**src/rtl/counter_bank_pkg.sv**
```systemverilog
// counter_bank_pkg
// Shared constants and helpers for the counter bank.
//   DIR_UP / DIR_DN : values of a channel's dir input
//   clamp()         : min(value, limit), used to keep loaded values in range
package counter_bank_pkg;

   localparam logic DIR_UP = 1'b1;
   localparam logic DIR_DN = 1'b0;

   // Works on 32-bit operands so any channel width up to 31 bits can use it;
   // the caller narrows the result back to its own width.
   function automatic logic [31:0] clamp(input logic [31:0] value,
                                         input logic [31:0] limit);
      return (value > limit) ? limit : value;
   endfunction

endpackage

```
**src/rtl/counter_bank_if.sv**
```systemverilog
// counter_bank_if
// Bundles the per-channel control and result buses of counter_bank.
//   en, dir, load : CH bits, one per channel
//   load_val, q   : CH*W bits, channel i in [i*W +: W]
//   wrap          : CH bits, registered wrap/saturation flags
// master drives the controls and reads results; slave is the counter bank.
interface counter_bank_if #(
   parameter int W  = 3,
   parameter int CH = 2
);
   logic [CH-1:0]   en;
   logic [CH-1:0]   dir;
   logic [CH-1:0]   load;
   logic [CH*W-1:0] load_val;
   logic [CH*W-1:0] q;
   logic [CH-1:0]   wrap;

   modport master (output en, output dir, output load, output load_val,
                   input q, input wrap);
   modport slave  (input en, input dir, input load, input load_val,
                   output q, output wrap);
endinterface

```
**src/rtl/updn_channel.sv**
```systemverilog
// updn_channel
// One W-bit up/down counter running modulo MAX+1.
//   clk, reset (async, active-low)
//   en, dir (1 = up), load, load_val[W-1:0]
//   q[W-1:0]  registered count, never above MAX
//   wrap      registered flag, high in the cycle q shows a wrapped value
// Build option COUNTER_BANK_SAT_EN: saturate at 0 / MAX instead of wrapping;
// wrap then flags every enabled cycle that tries to pass the limit.
module updn_channel
   import counter_bank_pkg::*;
#(
   parameter int W   = 3,
   parameter int MAX = 2**W-1
) (
   input  logic         clk,
   input  logic         reset,
   input  logic         en,
   input  logic         dir,
   input  logic         load,
   input  logic [W-1:0] load_val,
   output logic [W-1:0] q,
   output logic         wrap
);

   localparam logic [W:0]   MAX_X = (W+1)'(MAX);
   localparam logic [W-1:0] MAX_Q = W'(MAX);

   logic [W:0]   q_x;
   logic [W-1:0] q_next;
   logic         wrap_next;

   // One extra bit of headroom so +1 at 2**W-1 and -1 at 0 stay in range.
   assign q_x = {1'b0, q};

   // Next-state selection: load beats enable, enable beats hold.
   // wrap defaults low so it only ever lasts the single cycle of a limit hit.
   always_comb begin
      q_next    = q;
      wrap_next = 1'b0;
      if (load) begin
         q_next = W'(clamp(32'(load_val), 32'(MAX)));
      end else if (en) begin
         if (dir == DIR_UP) begin
            if (q_x >= MAX_X) begin
               wrap_next = 1'b1;
`ifdef COUNTER_BANK_SAT_EN
               q_next    = MAX_Q;
`else
               q_next    = '0;
`endif
            end else begin
               q_next = W'(q_x + (W+1)'(1));
            end
         end else begin
            if (q_x == '0) begin
               wrap_next = 1'b1;
`ifdef COUNTER_BANK_SAT_EN
               q_next    = '0;
`else
               q_next    = MAX_Q;
`endif
            end else begin
               q_next = W'(q_x - (W+1)'(1));
            end
         end
      end
   end

   // Count and flag registers; reset clears both without waiting for a clock.
   always_ff @(posedge clk or negedge reset) begin
      if (!reset) begin
         q    <= '0;
         wrap <= 1'b0;
      end else begin
         q    <= q_next;
         wrap <= wrap_next;
      end
   end

endmodule

```
**src/rtl/counter_bank.sv**
```systemverilog
// counter_bank
// CH independent up/down counters sharing one clock and reset.
//   clk    : rising-edge clock
//   reset  : asynchronous, active-low clear of every channel
//   bus    : counter_bank_if slave (en, dir, load, load_val in; q, wrap out)
// Parameters: W bits per channel, CH channels, MAX terminal count.
// Build option COUNTER_BANK_SAT_EN selects saturating instead of wrapping.
module counter_bank
   import counter_bank_pkg::*;
#(
   parameter int W   = 3,
   parameter int CH  = 2,
   parameter int MAX = 2**W-1
) (
   input  logic           clk,
   input  logic           reset,
   counter_bank_if.slave  bus
);

   // Each channel owns its own slice of the packed buses; nothing is shared.
   for (genvar i = 0; i < CH; i++) begin : g_ch
      updn_channel #(
         .W   (W),
         .MAX (MAX)
      ) u_channel (
         .clk      (clk),
         .reset    (reset),
         .en       (bus.en[i]),
         .dir      (bus.dir[i]),
         .load     (bus.load[i]),
         .load_val (bus.load_val[i*W +: W]),
         .q        (bus.q[i*W +: W]),
         .wrap     (bus.wrap[i])
      );
   end

endmodule
```
**src/flat_wrapper.sv**
```systemverilog
// flat-port wrapper written by rule: the top's interface ports become plain ports
module counter_bank_flat import counter_bank_pkg::*;
#(
   parameter int W   = 3,
   parameter int CH  = 2,
   parameter int MAX = 2**W-1
)
  (clk, reset, bus_en, bus_dir, bus_load, bus_load_val, bus_q, bus_wrap);
  counter_bank_if #(.W(W), .CH(CH)) bus_i ();
  input  logic clk;
  input  logic reset;
  input wire logic [$bits(bus_i.en)-1:0] bus_en;
  input wire logic [$bits(bus_i.dir)-1:0] bus_dir;
  input wire logic [$bits(bus_i.load)-1:0] bus_load;
  input wire logic [$bits(bus_i.load_val)-1:0] bus_load_val;
  output wire logic [$bits(bus_i.q)-1:0] bus_q;
  output wire logic [$bits(bus_i.wrap)-1:0] bus_wrap;
  assign bus_i.en = bus_en;
  assign bus_i.dir = bus_dir;
  assign bus_i.load = bus_load;
  assign bus_i.load_val = bus_load_val;
  assign bus_q = bus_i.q;
  assign bus_wrap = bus_i.wrap;
  counter_bank #(.W(W), .CH(CH), .MAX(MAX)) u_core (.clk(clk), .reset(reset), .bus(bus_i));
endmodule
```
**config.mk**
```make
export PLATFORM = sky130hd
export DESIGN_NAME = counter_bank_flat
export DESIGN_NICKNAME = d
export VERILOG_FILES = /design/src/rtl/counter_bank_pkg.sv /design/src/rtl/counter_bank_if.sv /design/src/rtl/updn_channel.sv /design/src/rtl/counter_bank.sv /design/src/flat_wrapper.sv
export SDC_FILE = /design/constraint.sdc
export NUM_CORES = 1
export LEC_CHECK = 0
export CAP_MARGIN = 30
export CORE_MARGIN = 2
export CORE_UTILIZATION = 35
export DETAILED_ROUTE_END_ITERATION = 8
export PLACE_DENSITY = 0.65
export SYNTH_ARGS = -nofsm -noshare
export SYNTH_HDL_FRONTEND = slang
export SYNTH_SLANG_ARGS = --single-unit
```
**constraint.sdc**
```tcl
create_clock -name clk -period 4.65 [get_ports clk]
set_input_delay 0.6975 -clock clk [delete_from_list [all_inputs] [get_ports clk]]
set_output_delay 0.6975 -clock clk [all_outputs]
set_load 0.01 [all_outputs]
```
==> results.md, run 1 <==
* Syn Inst Count at 64
* # IOs at 22
* Syn Nets at between 80 and 90
* Critical Path End Type: output pin
* CP required at 3.95 ns
* Post-synth top cells: dfrtp_1 (8), ha_1 (8), inv_1 (5), nor2_1 (5)
* RSZ-0062 raised after global routing: false
* Sequential fraction of the synthesis area at 32.5%
* R2R Path Start: u_core.g_ch[0].u_channel.q[0]
* Routed Antenna Nets at 0
* Peak Freq at 504 MHz
* Worst path bufs/invs at 1
* Fraction of registers with async set/reset at 100%
* Crit share post-route at between 40% and 50%
* All-Layer GR Usage at between 10% and 20%
* Final hold vios at 0
* Num CTS Buffers at 3
* Worst skew pair latency at 0.24 ns
* Total gr overflow at 0
* Post-synth cell types at 27
* Worst Setup SP: u_core.g_ch[0].u_channel.q[2]
* Fill cell count at roughly 170
* DIE HEIGHT at around 46 um
* Ys Warns at 0
* Crit Path Class: reg -> out
* Synth area leader: dfrtp_1
* Min Clock Period, post-route at 1.98 ns
* Post-DP HPWL at 981 um
* Starting Density at between 30% and 40%
* CP max stage cell: clkdlybuf4s50_1
* Vias per cell at roughly 5.3
* Power per cell area at roughly 250 nW/um2
* Max-Cap Viols at 0
* Core ar. at 1690 um2
* Layout cells sized above 1 at about a tenth
* Syn avg cell area at 9.62 um2
* Family with the most delay on the worst path: buffers and inverters
* Slew Viols, Final at 0
* WL per Instance at 11.4 um
* Slew @ Worst Pin at between 0.3 and 0.4 ns
* HP Class: reg -> reg
* Final setup violating endpoints at 0
* Clock-pin slew on the worst setup and hold paths at around 0.050 ns
* Hold-fix buffers, CTS at 0
* CTS H-tree depth at 1
* Number of synthesized flops with an enable pin at 0
* Pin count of the biggest net entering global routing at 9
* Die W at about 46 um
* Row count at 15
* PostCTS Resize Cnt at 0
* Post-synth top area share at between 30% and 40%
* Antenna cells at 0
* Number of DRC markers in iteration 0 at 19
* Critical Path, Cell by Cell: clkdlybuf4s50_1
* Max VDD drop at just over 0.09 mV
* Mapped Area at about 620 um2
* Footprint of the multi-input gates at 382 um2
* Placed Cells at 100
* Drt first pass iters at 4
* Setup bufs post-CTS at 0
* Status: finished, final reports clean
* Non-Filler Instances at 103
* Layout Area Growth over Synthesis at 38.8%
* Lkg Pwr at 0.389 nW
* IO Port Bufs at 21
* Setup crit start kind: register
* First-pass GRT wire length at 1.99 mm
* CP max stage delay at 0.58 ns
* Max-slew headroom at 77.6%
* Register area at 200 um2
* Final #Nets at between 100 and 150
* RD Place Congestion at 0.802
* Arr. time, crit path at between 1 and 1.5 ns
* DR DRC count at 0
* Die area at between 2000 and 2500 um2
* CTS tree: built
* Ranking of synthesized cells by area: dfrtp_1 (33%), ha_1 (16%), a22o_1 (4.3%)
* Vias at 541
* Routed WL at 1.17 mm
* Vias in the first global route at about 500
* Crit Path Max Fanout at 8
* Num Clock Sinks at 8
* Total negative slack at 0 ns
* Most used DFF post-synth: dfrtp_1
* FF+latch count, synth at 8
* Hold wc startpoint: u_core.g_ch[1].u_channel.q[0]
* Initial antenna violation count at 0
* Final Skew at 0.000866 ns
* Clock tree buffer depth at 2
* CTS root buf: clkbuf_4
cells by family after synthesis:
family | after synthesis | share of synthesized area, %
XOR/XNOR | 1 | 1.42
adder cells (fa/ha/maj) | 8 | 16.3
AO/OA/AOI/OAI | 20 | 25.2
buffers and inverters | 7 | 5.49
AND/OR/NAND/NOR | 19 | 17.5
flip-flops | 8 | 32.5
multiplexers | 1 | 1.63
tightest hold or removal path, stage by stage (launching register included):
cell     delay [ns]
dfrtp_1        0.40
a21oi_1        0.08
a21o_1         0.16
cell usage in the layout, fill, tap and decap left out:
cell / Yosys / final
ha_1: 8 / 8
clkbuf_4: 0 / 3
clkdlybuf4s50_1: 0 / 21
dfrtp_1: 8 / 8
o31ai_1: 1 / 1
nand3b_1: 3 / 3
a21oi_1: 3 / 3
a22o_1: 3 / 3
nand2_1: 3 / 3
mux2i_1: 1 / 1
nand2b_1: 2 / 2
a211oi_1: 1 / 1
or3b_2: 1 / 1
o221ai_1: 2 / 2
inv_1: 5 / 5
o21ai_0: 2 / 2
nor3_1: 2 / 2
o211ai_1: 1 / 1
xnor2_1: 1 / 1
or3b_4: 1 / 1
a31o_2: 1 / 1
and3_1: 2 / 2
o31a_1: 1 / 1
a221oi_2: 1 / 1
o21a_1: 1 / 1
nor2_1: 5 / 5
a21o_2: 1 / 1
a21o_1: 2 / 2
where the power goes:
group	total, mW	switching [mW]	internal [mW]
clock	0.0492	0.0199	0.0293
combinational	0.0809	0.0337	0.0472
sequential	0.0874	0.0105	0.0769
total	0.218	0.0641	0.153
final timing paths:
kind                                                      end  slack [ns]  cells after the start
worst min-delay path            u_core.g_ch[1].u_channel.q[0]        0.69                      2
min in group asynchronous       u_core.g_ch[1].u_channel.q[0]        0.72                      1
worst max register to register  u_core.g_ch[0].u_channel.q[0]        3.02                      5
max in group asynchronous       u_core.g_ch[0].u_channel.q[1]        3.68                      1
worst max-delay path                                 bus_q[2]        2.67                      1
worst min register to register  u_core.g_ch[1].u_channel.q[0]        0.69                      2
layout make-up:
cell class	count	share of cell area, %
Clock buffer	3	2.64
Inverter	5	2.20
Multi-Input combinational cell	49	44.7
Sequential cell	8	23.4
Tap cell	17	2.49
Timing Repair Buffer	21	24.6
routing by layer:
layer / vias up / wire, um / GRT usage, %
met1: 245 / 550 / 16.4
li1: 283 / - / -
met4: 0 / 0 / 5.14
met2: 13 / 591 / 21.1
met3: 0 / 28 / 2.38
met5: - / 0 / 0
through the flow:
stage	hold WS [ns]	setup slack, ns	cell area [um2]	power, mW	utilization, %
final	0.686	2.67	855	0.218	50.6
after global routing	0.736	2.60	855	0.237	50.6
after CTS	0.693	2.65	855	0.222	50.6
after detailed placement	0.686	2.49	832	0.170	49.3
after global placement	0.680	2.52	832	0.170	49.3
after floorplan	0.402	3.09	616	0.132	-
registers in the layout (all words and copies together), names as in the netlist:
name,count
u_core.g_ch.u_channel.wrap,2
u_core.g_ch.u_channel.q,6
No activity file was read; power rests on OpenSTA's default activity.
==> run 2, diff against run 1 <==
--- a/config.mk
+++ b/config.mk
@@ -9,7 +9,7 @@
 export CORE_MARGIN = 2
 export CORE_UTILIZATION = 35
 export DETAILED_ROUTE_END_ITERATION = 8
-export PLACE_DENSITY = 0.65
+export PLACE_DENSITY = 0.68
 export SYNTH_ARGS = -nofsm -noshare
 export SYNTH_HDL_FRONTEND = slang
 export SYNTH_SLANG_ARGS = --single-unit
==> constraint.sdc (replaced) <==
create_clock -name clk -period 1.71 [get_ports clk]
set_input_delay 0.2565 -clock clk [delete_from_list [all_inputs] [get_ports clk]]
set_output_delay 0.2565 -clock clk [all_outputs]
set_load 0.01 [all_outputs]
==> results.md, run 2 (synthesis gave the netlist of run 1 again) <==
* CTS tree: built (unchanged)
* CP max stage cell: dfrtp_2 (was clkdlybuf4s50_1)
* Power per cell area at 712 nW/um2 (was 255 nW/um2)
* Hold Slack at 0.270 ns (was 0.686 ns)
* Die area at 2110 um2 (unchanged)
* CP required at 1.91 ns (was 3.95 ns)
* Vias at 573 (was 541)
* Sw Ratio at 31.8% (was 29.5%)
* Top reg by flops: u_core.g_ch.u_channel.q (unchanged)
* Pin count of the biggest net entering global routing at 9 (unchanged)
* Slew @ Worst Pin at 0.360 ns (was 0.336 ns)
* Clock tree buffer depth at 2 (unchanged)
* Die W at 45.9 um (unchanged)
* Met2 wire length at 803 um (was 591 um)
* Lkg Pwr at 0.401 nW (was 0.389 nW)
* Max FFs per register at 6 (unchanged)
* Power share of the clock group at 23.8% (was 22.6%)
* Vias per cell at 5.41 (was 5.25)
* HP Class: in -> async (was reg -> reg)
* Highest-count cells in the layout ignoring fill and taps: clkdlybuf4s50_1 (21), ha_1 (7), dfrtp_1 (7) (was clkdlybuf4s50_1 (21), ha_1 (8), dfrtp_1 (8))
* RD Place Congestion at 0.878 (was 0.802)
* Final setup violating endpoints at 0 (unchanged)
* Flop pwr share at 37.8% (was 40.2%)
* CTS H-tree depth at 1 (unchanged)
* Min Clock Period, post-route at approximately 1.7 ns
* Final hold vios at 0 (unchanged)
* Initial antenna violation count at 0 (unchanged)
* Layout cells sized above 1 at 14.6% (was 9.30%)
* Placement Setup Slack at 0.0725 ns (was 2.49 ns)
* All-Layer GR Usage at 16.6% (was 12.9%)
* Worst path bufs/invs at 1 (unchanged)
* WL per Instance at 14.2 um (was 11.4 um)
* Num CTS Buffers at 3 (unchanged)
* Row count at 15 (unchanged)
* Worst skew pair latency at 0.26 ns (was 0.24 ns)
* Max-Cap Viols at 0 (unchanged)
* Switching power at 0.199 mW (was 0.0641 mW)
* Routed WL at 1.51 mm (was 1.17 mm)
* Layout Area Growth over Synthesis at 43.1% (was 38.8%)
* Crit Path Class: reg -> reg (was reg -> out)
* Max-slew headroom at 75.9% (was 77.6%)
* Crit Path Max Fanout at 6 (was 8)
* Setup crit start kind: register (unchanged)
* Drt first pass iters at 3 (was 4)
* Critical Path End Type: register (was output pin)
* Routed length on met1 at 570 um (was 550 um)
* Family with the most delay on the worst path: compound AO/OA/AOI/OAI gates (was buffers and inverters)
* Antenna cells at 0 (unchanged)
* Total gr overflow at 0 (unchanged)
* Slew Viols, Final at 0 (unchanged)
* Fill cell count at 162 (was 165)
* Vias in the first global route at 574 (was 501)
* Core ar. at 1690 um2 (unchanged)
* Arr. time, crit path at 1.88 ns (was 1.29 ns)
* Part of the power in combinational logic at 38.4% (was 37.2%)
* Routed Antenna Nets at 0 (unchanged)
* Critical Path, Cell by Cell: inv_1, ha_2, or3b_4, a221oi_2, o31a_1 (was clkdlybuf4s50_1)
* Final #Nets at 113 (was 110)
* Max layer used: met4 (was met3)
* Final Skew at 0.00465 ns (was 0.000866 ns)
* IO Port Bufs at 21 (unchanged)
* Int Power at 0.428 mW (was 0.153 mW)
* Most common cell after layout, fill and taps aside: clkdlybuf4s50_1 (unchanged)
* Starting Density at 36.4% (unchanged)
* Largest regs: u_core.g_ch.u_channel.q: 6 flops, u_core.g_ch.u_channel.wrap: 2 flops (unchanged)
* Register area at 201 um2 (was 200 um2)
* DIE HEIGHT at 45.9 um (unchanged)
* Final worst slack at 0.0309 ns (was 2.67 ns)
* Max VDD drop at 0.407 mV (was 0.0926 mV)
* Status: finished, final reports clean (unchanged)
* Number of DRC markers in iteration 0 at 3 (was 19)
* Crit share post-route at a little over nine tenths
* Num Clock Sinks at 8 (unchanged)
* Peak Freq at 596 MHz
* # IOs at 22 (unchanged)
* CP max stage delay at 0.44 ns (was 0.58 ns)
* Clock-pin slew on the worst setup and hold paths at 0.06 ns (was 0.05 ns)
* CTS root buf: clkbuf_4 (unchanged)
* Met3 routed WL at 97 um (was 28 um)
* First-pass GRT wire length at 2.47 mm (was 1.99 mm)
* DR DRC count at 0 (unchanged)
* Footprint of the multi-input gates at 384 um2 (was 382 um2)
==> run 2: cell types whose count changed in the layout (fill, tap and decap cells not counted) <==
cell | before | now
buf_4 | 0 | 3
dfrtp_2 | 0 | 1
ha_1 | 8 | 7
ha_2 | 0 | 1
dfrtp_1 | 8 | 7
==> run 2: metrics by stage <==
step,setup TNS [ns],instances,power (mW),utilization [%],instance area [um2]
floorplan,0,64,0.360,-,616
global placement,0,102,0.468,50.1,847
detailed placement,0,102,0.474,50.1,847
CTS,0,105,0.627,51.5,870
global route,-0.0218,106,0.667,52.1,881
finish,0,106,0.627,52.1,881
==> run 2: worst paths after layout <==
kind | start | slack [ns] | depth (start not counted) | endpoint
worst max-delay path | u_core.g_ch[0].u_channel.q[0] | 0.03 | 5 | u_core.g_ch[0].u_channel.q[0]
worst min-delay path | reset | 0.27 | 1 | u_core.g_ch[0].u_channel.wrap
worst max register to register | u_core.g_ch[0].u_channel.q[0] | 0.03 | 5 | u_core.g_ch[0].u_channel.q[0]
worst min register to register | u_core.g_ch[1].u_channel.q[1] | 0.68 | 2 | u_core.g_ch[1].u_channel.q[1]
max in group asynchronous | reset | 1.16 | 1 | u_core.g_ch[0].u_channel.q[0]
min in group clk | bus_load_val[4] | 0.57 | 3 | u_core.g_ch[1].u_channel.q[1]
==> run 2: layout make-up <==
class | instances | share of cell area, %
multi-input combinational | 49 | 43.6
timing repair buffer | 24 | 26.4
sequential | 8 | 22.9
clock buffer | 3 | 2.56
tap | 17 | 2.41
inverter | 5 | 2.13
==> run 2: power groups by stage <==
stage	clock network [mW]	registers (mW)	logic, mW
after floorplan	0	0.243	0.117
after global placement	0	0.239	0.229
after detailed placement	0	0.241	0.233
after CTS	0.154	0.237	0.235
after global routing	0.161	0.242	0.264
final	0.149	0.237	0.241
==> run 2: per-layer routing <==
metal / track usage [%] / up-vias
met3: 4.37 / 5
met5: 0 / -
met4: 10.3 / 0
met1: 16.7 / 259
met2: 29.7 / 23
li1: - / 286
==> run 2: what timing repair did <==
| action | CTS | global route |
|---|---|---|
| hold buffers | 0 | 0 |
| resized for setup | 0 | 2 |
| endpoints found under the setup margin | 0 | 1 |
| setup buffers | 0 | 1 |
==> run 2: worst register-to-register path, stage by stage (launching register included) <==
cell      delay (ns)
dfrtp_2         0.44
inv_1           0.12
ha_2            0.20
or3b_4          0.40
a221oi_2        0.29
o31a_1          0.16
==> run 3, diff against run 2 <==
--- a/config.mk
+++ b/config.mk
@@ -7,9 +7,9 @@
 export LEC_CHECK = 0
 export CAP_MARGIN = 30
 export CORE_MARGIN = 2
-export CORE_UTILIZATION = 35
+export CORE_UTILIZATION = 38
 export DETAILED_ROUTE_END_ITERATION = 8
-export PLACE_DENSITY = 0.68
+export PLACE_DENSITY = 0.72
 export SYNTH_ARGS = -nofsm -noshare
 export SYNTH_HDL_FRONTEND = slang
 export SYNTH_SLANG_ARGS = --single-unit
==> results.md, run 3 (synthesis gave the netlist of run 1 again) <==
* Min Clock Period, post-route at 1.62 ns (was 1.68 ns)
* Antenna cells at 0 (unchanged)
* WL per Instance at 13.0 um (was 14.2 um)
* Placed instance area at 846 um2 (was 847 um2)
* Final Skew at 0.00665 ns (was 0.00465 ns)
* Top reg by flops: u_core.g_ch.u_channel.q (unchanged)
* RSZ-0062 raised after global routing: false
* Total negative slack at 0 ns (unchanged)
* Max FFs per register at 6 (unchanged)
* Hold-fix buffers, CTS at 0 (unchanged)
* Initial antenna violation count at 0 (unchanged)
* DR DRC count at 0 (unchanged)
* Non-Filler Instances at 104 (was 106)
* Layout cells sized above 1 at 13.6% (was 14.6%)
* Fill cell count at 137 (was 162)
* Final design utilization at 57.7% (was 52.1%)
* Register area at 201 um2 (unchanged)
* CP Capture Point: u_core.g_ch[0].u_channel.q[0] (unchanged)
* Slew @ Worst Pin at 0.364 ns (was 0.360 ns)
* Num Clock Sinks at 8 (unchanged)
* Setup bufs post-CTS at 0 (unchanged)
* Vias in the first global route at 557 (was 574)
* Die area at 1960 um2 (was 2110 um2)
* Most common cell after layout, fill and taps aside: clkdlybuf4s50_1 (unchanged)
* Vias at 557 (was 573)
* Lkg Pwr at 0.397 nW (was 0.401 nW)
* Routed Antenna Nets at 0 (unchanged)
* Critical Path End Type: register (unchanged)
* Max-slew headroom at 75.6% (was 75.9%)
* Final hold vios at 0 (unchanged)
* Placed Cells at 101 (was 102)
* Worst r2r path cells at 5 (unchanged)
* Clock tree buffer depth at 2 (unchanged)
* Post-DP HPWL at 1.14 mm
* Clock-pin slew on the worst setup and hold paths at 0.06 ns (about the same)
* Worst skew pair latency at 0.25 ns (was 0.26 ns)
* Pin count of the biggest net entering global routing at 9 (unchanged)
* Hold Slack at 0.284 ns (was 0.270 ns)
* FF-to-FF End: u_core.g_ch[0].u_channel.q[0] (unchanged)
* IO Port Bufs at 21 (unchanged)
* Vias per cell at 5.36 (was 5.41)
* # IOs at 22 (unchanged)
* Row count at 14 (was 15)
* CP required at 1.89 ns (was 1.91 ns)
* PostCTS Resize Cnt at 0 (unchanged)
* Finished Cell Area at 870 um2 (was 881 um2)
* CTS root buf: clkbuf_4 (unchanged)
* Max-Cap Viols at 0 (unchanged)
* All-Layer GR Usage at 15.6% (was 16.6%)
* Final setup violating endpoints at 0 (unchanged)
* Max VDD drop at 0.361 mV (was 0.407 mV)
* Total gr overflow at 0 (unchanged)
* Setup crit start kind: register (unchanged)
* Peak Freq at 616 MHz (was 596 MHz)
* Number of DRC markers in iteration 0 at 9 (was 3)
* Crit Path Max Fanout at 6 (unchanged)
* R2r setup slk at 0.09 ns (was 0.03 ns)
* HP Class: in -> async (unchanged)
* Crit share post-route at 94.9% (was 98.2%)
* Layout Area Growth over Synthesis at 41.3% (was 43.1%)
* Status: finished, final reports clean (unchanged)
* DIE HEIGHT at 44.3 um (was 45.9 um)
* R2R Path Start: u_core.g_ch[0].u_channel.q[0] (unchanged)
* Core ar. at 1510 um2 (was 1690 um2)
* Highest-count cells in the layout ignoring fill and taps: clkdlybuf4s50_1 (21), ha_1 (8), dfrtp_1 (7) (was clkdlybuf4s50_1 (21), ha_1 (7), dfrtp_1 (7))
* Crit Path Class: reg -> reg (unchanged)
* First-pass GRT wire length at 2.24 mm (was 2.47 mm)
* Arr. time, crit path at 1.81 ns (was 1.88 ns)
* Routed WL at 1.35 mm (was 1.51 mm)
* Final #Nets at 112 (was 113)
* Starting Density at 40.9% (was 36.4%)
* Die W at 44.3 um (was 45.9 um)
* Drt first pass iters at 4 (was 3)
* Slew Viols, Final at 0 (unchanged)
* RD Place Congestion at 0.775 (was 0.878)
* Footprint of the multi-input gates at 382 um2 (was 384 um2)
* Worst Setup SP: u_core.g_ch[0].u_channel.q[0] (unchanged)
* Num CTS Buffers at 3 (unchanged)
* Largest regs: u_core.g_ch.u_channel.q: 6 flops, u_core.g_ch.u_channel.wrap: 2 flops (unchanged)
* Power per cell area at 698 nW/um2 (was 712 nW/um2)
* CTS tree: built (unchanged)
* CTS H-tree depth at 1 (unchanged)
==> run 3: cell count changes in the layout (fill, tap and decap cells not counted), sizes merged <==
cell / before / now
buf: 3 / 2
==> run 3: worst min path at each step <==
stage,start,endpoint,slack (ns),cells past startpoint
detailed placement,reset,u_core.g_ch[0].u_channel.q[2],0.56,1
global route,reset,u_core.g_ch[0].u_channel.q[2],0.32,1
floorplan,reset,u_core.g_ch[0].u_channel.q[0],-0.04,0
finish,reset,u_core.g_ch[1].u_channel.q[0],0.28,1
CTS,reset,u_core.g_ch[1].u_channel.q[0],0.29,1
global placement,reset,u_core.g_ch[0].u_channel.wrap,0.55,1
==> run 3: layer usage <==
layer	wire, um	track usage (%)	vias up
li1	-	-	285
met1	596	18.5	261
met2	727	28.2	11
met3	30	1.22	0
met4	0	7.27	0
met5	0	0	-
==> run 3: report_power, final <==
| group | internal, mW | switching (mW) | leakage, nW |
|---|---|---|---|
| clock | 0.0800 | 0.0601 | 0.0138 |
| combinational | 0.132 | 0.0965 | 0.285 |
| sequential | 0.209 | 0.0289 | 0.0980 |
| total | 0.422 | 0.186 | 0.397 |
==> run 3: critical path, stage by stage (launching register included) <==
cell and delay [ns]:
dfrtp_2 0.44, inv_1 0.11, ha_1 0.17, or3b_4 0.40
a221oi_2 0.27, o31a_1 0.17
==> run 3: cell type report <==
class | instances | area share [%]
Inverter | 5 | 2.16
Clock buffer | 3 | 2.59
Tap cell | 16 | 2.30
Timing Repair Buffer | 23 | 25.9
Multi-Input combinational cell | 49 | 43.9
Sequential cell | 8 | 23.2
==> run 3: stage by stage <==
step | worst slack (ns) | power, mW
after floorplan | 0.154 | 0.360
after global placement | 0.160 | 0.465
after detailed placement | 0.0976 | 0.470
after CTS | 0.0794 | 0.613
after global routing | 0.0121 | 0.652
final | 0.0872 | 0.607
==> patch 1 (flow settings as in run 3) <==
Add a define of `COUNTER_BANK_SAT_EN`.
--- a/src/rtl/updn_channel.sv
+++ b/src/rtl/updn_channel.sv
@@ -6,6 +6,8 @@
 //   wrap      registered flag, high in the cycle q shows a wrapped value
 // Build option COUNTER_BANK_SAT_EN: saturate at 0 / MAX instead of wrapping;
 // wrap then flags every enabled cycle that tries to pass the limit.
+`define COUNTER_BANK_SAT_EN
+
 module updn_channel
    import counter_bank_pkg::*;
 #(
Formal check against the unedited RTL: not equivalent (Yosys sat finds a counterexample within 4 cycles, from zero or initial values and one cycle with reset low).
==> patch 1 against run 3 <==
  * Largest cell class unchanged
  * Fmax up 1.7%
  * Sequential cell count unchanged
  * Register-to-register slack better by 0.03 ns
  * Synthesized cell count up 9.4%
  * Critical endpoint is now bus_q[5]
  * Routed wire length up 0.37%
  * Non-clock buffer count up 1
  * Worst setup slack better by 0.026 ns
  * Utilization down 1.9 points
  * Total power up 1.2%
  * Clock skew down 0.0044 ns
  * Design area up 9.6%
  * Area after synthesis up 11%
==> patch 1: results (changes against run 3) <==
- The run finished with clean final reports.
- The site row count came to 15 (+1).
* Total of plain and repair buffers excluding clock buffers: 24 (+4.3%)
* Worst slack at placement: 0.116 ns (+0.0186 ns)
- Worst EP arrival: 1.34 ns (-0.47 ns)
- Fraction of layout cells with a size suffix above 1: 0.158 (+0.0215)
- The total number of sequential cells is 8 (unchanged).
- The placed wire-length estimate after detailed placement is 1160 um (+1.7%).
* Vias: 579 (+3.9%)
- Number of fill cells in the layout: 154 (+12%)
- The detailed-route wire length came to 1360 um (+0.37%).
* Multiplexer fraction of the synthesized cell area: 0.0294 (+0.0131)
* Number of instances in the placed design: 117 (+16%)
* Post-Syn Nets: 94 (+9.3%)
- Final clock-cell share: 0.0236 (-0.00228)
* Maximum cell stage delay along the critical path: 0.59 ns (+0.15 ns)
- The number of inverters outside the clock class in the layout was 10 (+5).
* Post-Route M1 WL: 660 um (+11%)
- The biggest fanout along the worst timing path was 8 (+2).
- The worst setup skew after layout came to 0.00223 ns (-0.00442 ns).
- Area share of fa/ha/maj cells after synthesis: 0.183 (+0.0209)
* XOR/XNOR share of the synthesized area: 0 (-0.0142)
- Via count of the first global-routing pass: 517 (-7.2%)
- Sorting the synthesized cells by area gives the leading types as dfrtp_1 (29%), ha_1 (18%), inv_1 (5.5%).
- Comb_multi_in: 50 (+2.0%)
* GR Util met2: 0.222 (-0.0601)
- The standby leakage power was 0.428 nW (+7.9%).
- The register area share after synthesis is 0.294 (-0.0316).
- The total track usage was 0.154 (-0.00228).
patch 1: worst paths after layout:
| check | from | end | slack, ns |
|---|---|---|---|
| worst min-delay path | reset | u_core.g_ch[0].u_channel.q[2] | 0.28 |
| worst max register to register | u_core.g_ch[0].u_channel.q[0] | u_core.g_ch[0].u_channel.q[1] | 0.12 |
| max in group asynchronous | reset | u_core.g_ch[0].u_channel.wrap | 1.18 |
| min in group clk | bus_load_val[4] | u_core.g_ch[1].u_channel.q[1] | 0.60 |
| worst max-delay path | u_core.g_ch[1].u_channel.q[2] | bus_q[5] | 0.11 |
| worst min register to register | u_core.g_ch[1].u_channel.q[0] | u_core.g_ch[1].u_channel.q[0] | 0.69 |
patch 1: where the power goes:
group          switching (W)  internal, W  total, W
Clock              0.0000575    0.0000798  0.000137
Sequential         0.0000310     0.000208  0.000239
Combinational       0.000104     0.000134  0.000238
==> patch 2 (flow settings as in run 3) <==
Made on the original files. Make the reset (`reset`) synchronous in one clocked block. Comments in the files are not updated.
--- a/src/rtl/updn_channel.sv
+++ b/src/rtl/updn_channel.sv
@@ -67,7 +67,7 @@
    end
 
    // Count and flag registers; reset clears both without waiting for a clock.
-   always_ff @(posedge clk or negedge reset) begin
+   always_ff @(posedge clk) begin
       if (!reset) begin
          q    <= '0;
          wrap <= 1'b0;
Check against the original RTL: differs if reset is asserted again (counterexample within 4 cycles, from zero or initial values and one cycle with reset low); with reset held inactive, the same outputs for 10 cycles.
==> patch 2 against run 3 <==
  * Register-to-register slack improved by 0.12 ns
  * Routed wire length decreased by 6.1%
  * Fmax increased by 6.1%
  * Sequential cell count unchanged
  * Cell count increased by 2.9%
  * Worst setup slack improved by 0.093 ns
  * Non-clock buffer count unchanged
  * Total power decreased by 14%
  * Utilization decreased by 1.0 points
  * Design area decreased by 1.7%
  * Area after synthesis decreased by 1.6%
  * Sequential share of layout area decreased by 4.4 points
  * Critical path depth decreased by 4
  * Clock skew increased by 0.0031 ns
==> patch 2: results (changes against run 3) <==
* Status: finished, final reports clean
- Final HPWL from detailed placement: 1080 um (-5.2%)
* Sequential cell area fraction in the yosys report: 0.264 (-0.0607)
- Top cells by area in the synthesized netlist: dfxtp_1 (26%), ha_1 (17%), a21oi_1 (5.0%)
- The min-delay analysis places its worst path in the category reg -> reg.
- Area share of fa/ha/maj cells after synthesis: 0.165 (+0.00269)
* # nets final: 115 (+2.7%)
* Slew at the pin closest to its max-slew limit: 0.278 ns (-0.0861 ns)
- The number of global-route vias before repair was 530 (-4.8%).
- Min cycle time layout: 1.53 ns (-0.0930 ns)
* Fraction of layout cells with a size suffix above 1: 0.0769 (-0.0594)
* Clock Skew: 0.00973 ns (+0.00308 ns)
- The fraction of post-synthesis cell area in the top cell type by area came to 0.264 (-0.0607).
- The worst setup slack for register-to-register paths was 0.21 ns (+0.12 ns).
- Start point of the critical path: u_core.g_ch[1].u_channel.q[0]
- The post-synthesis net count came to 90 (+4.7%).
- The count of cell types in the netlist is 30 (+11%).
- The worst vdd rail ir drop is 0.329 mV (-8.8%).
- Number of instances in the placed design: 104 (+3.0%)
- The worst setup slack after placement is 0.141 ns (+0.0431 ns).
- In this design, the largest share of critical-path delay is due to buffers and inverters.
* Multiplexer fraction of the synthesized cell area: 0.0496 (+0.0333)
- Overall Global Routing Usage: 0.153 (-0.00274)
* Complex-gate fraction of the synthesized area: 0.250 (-0.00203)
- By count the netlist is led by dfxtp_1 (8), ha_1 (8), a21oi_1 (6), inv_1 (6).
* Filler-free cell count of the finished design: 107 (+2.9%)
patch 2: cell types whose count changed in the layout (fill, tap and decap cells not counted), sizes merged, moves of 3 or more:
cell	delta
dfrtp	-8
dfxtp	+8
a21oi	+4
nor2	-4
nor3b	+4
a211oi	+3
a22o	-3
nand3b	-3
patch 2: where the power goes:
| group | total (W) | internal (W) | switching (W) |
|---|---|---|---|
| Combinational | 0.000165 | 0.0000957 | 0.0000697 |
| Sequential | 0.000218 | 0.000200 | 0.0000183 |
| Clock | 0.000140 | 0.0000800 | 0.0000601 |
patch 2: area by class of cell:
cell class	instances	area [sq um]	area share
Sequential cell	8	160	0.187
Timing Repair Buffer	23	225	0.264
Clock buffer	3	22.5	0.0264
Tap cell	16	20.0	0.0234
Inverter	6	22.5	0.0264
Multi-Input combinational cell	51	404	0.473
patch 2: cell families (layout without fill, tap and decap cells):
group / after synthesis / count (layout)
multiplexers: 3 / 3
AO/OA/AOI/OAI: 22 / 22
AND/OR/NAND/NOR: 16 / 16
buffers and inverters: 9 / 32
adder cells (fa/ha/maj): 8 / 8
XOR/XNOR: 2 / 2
flip-flops: 8 / 8
patch 2: metrics by stage:
step	utilization	hold slack, ns
2_1_floorplan	-	0.395
3_3_place_gp	0.552	0.583
3_5_place_dp	0.552	0.599
4_1_cts	0.567	0.607
5_1_grt	0.567	0.630
6_report	0.567	0.595
patch 2: final timing paths:
path / end / depth (start not counted)
worst max register to register: u_core.g_ch[0].u_channel.q[0] / 5
worst min-delay path: u_core.g_ch[0].u_channel.q[1] / 2
worst max-delay path: bus_q[3] / 1
worst min register to register: u_core.g_ch[0].u_channel.q[1] / 2
patch 2: metal layers:
metal	wire, um	up-vias	GRT usage
met5	0	-	0
met4	0	0	0.0364
met3	67	0	0.0625
met2	581	18	0.232
met1	622	276	0.203
li1	-	304	-
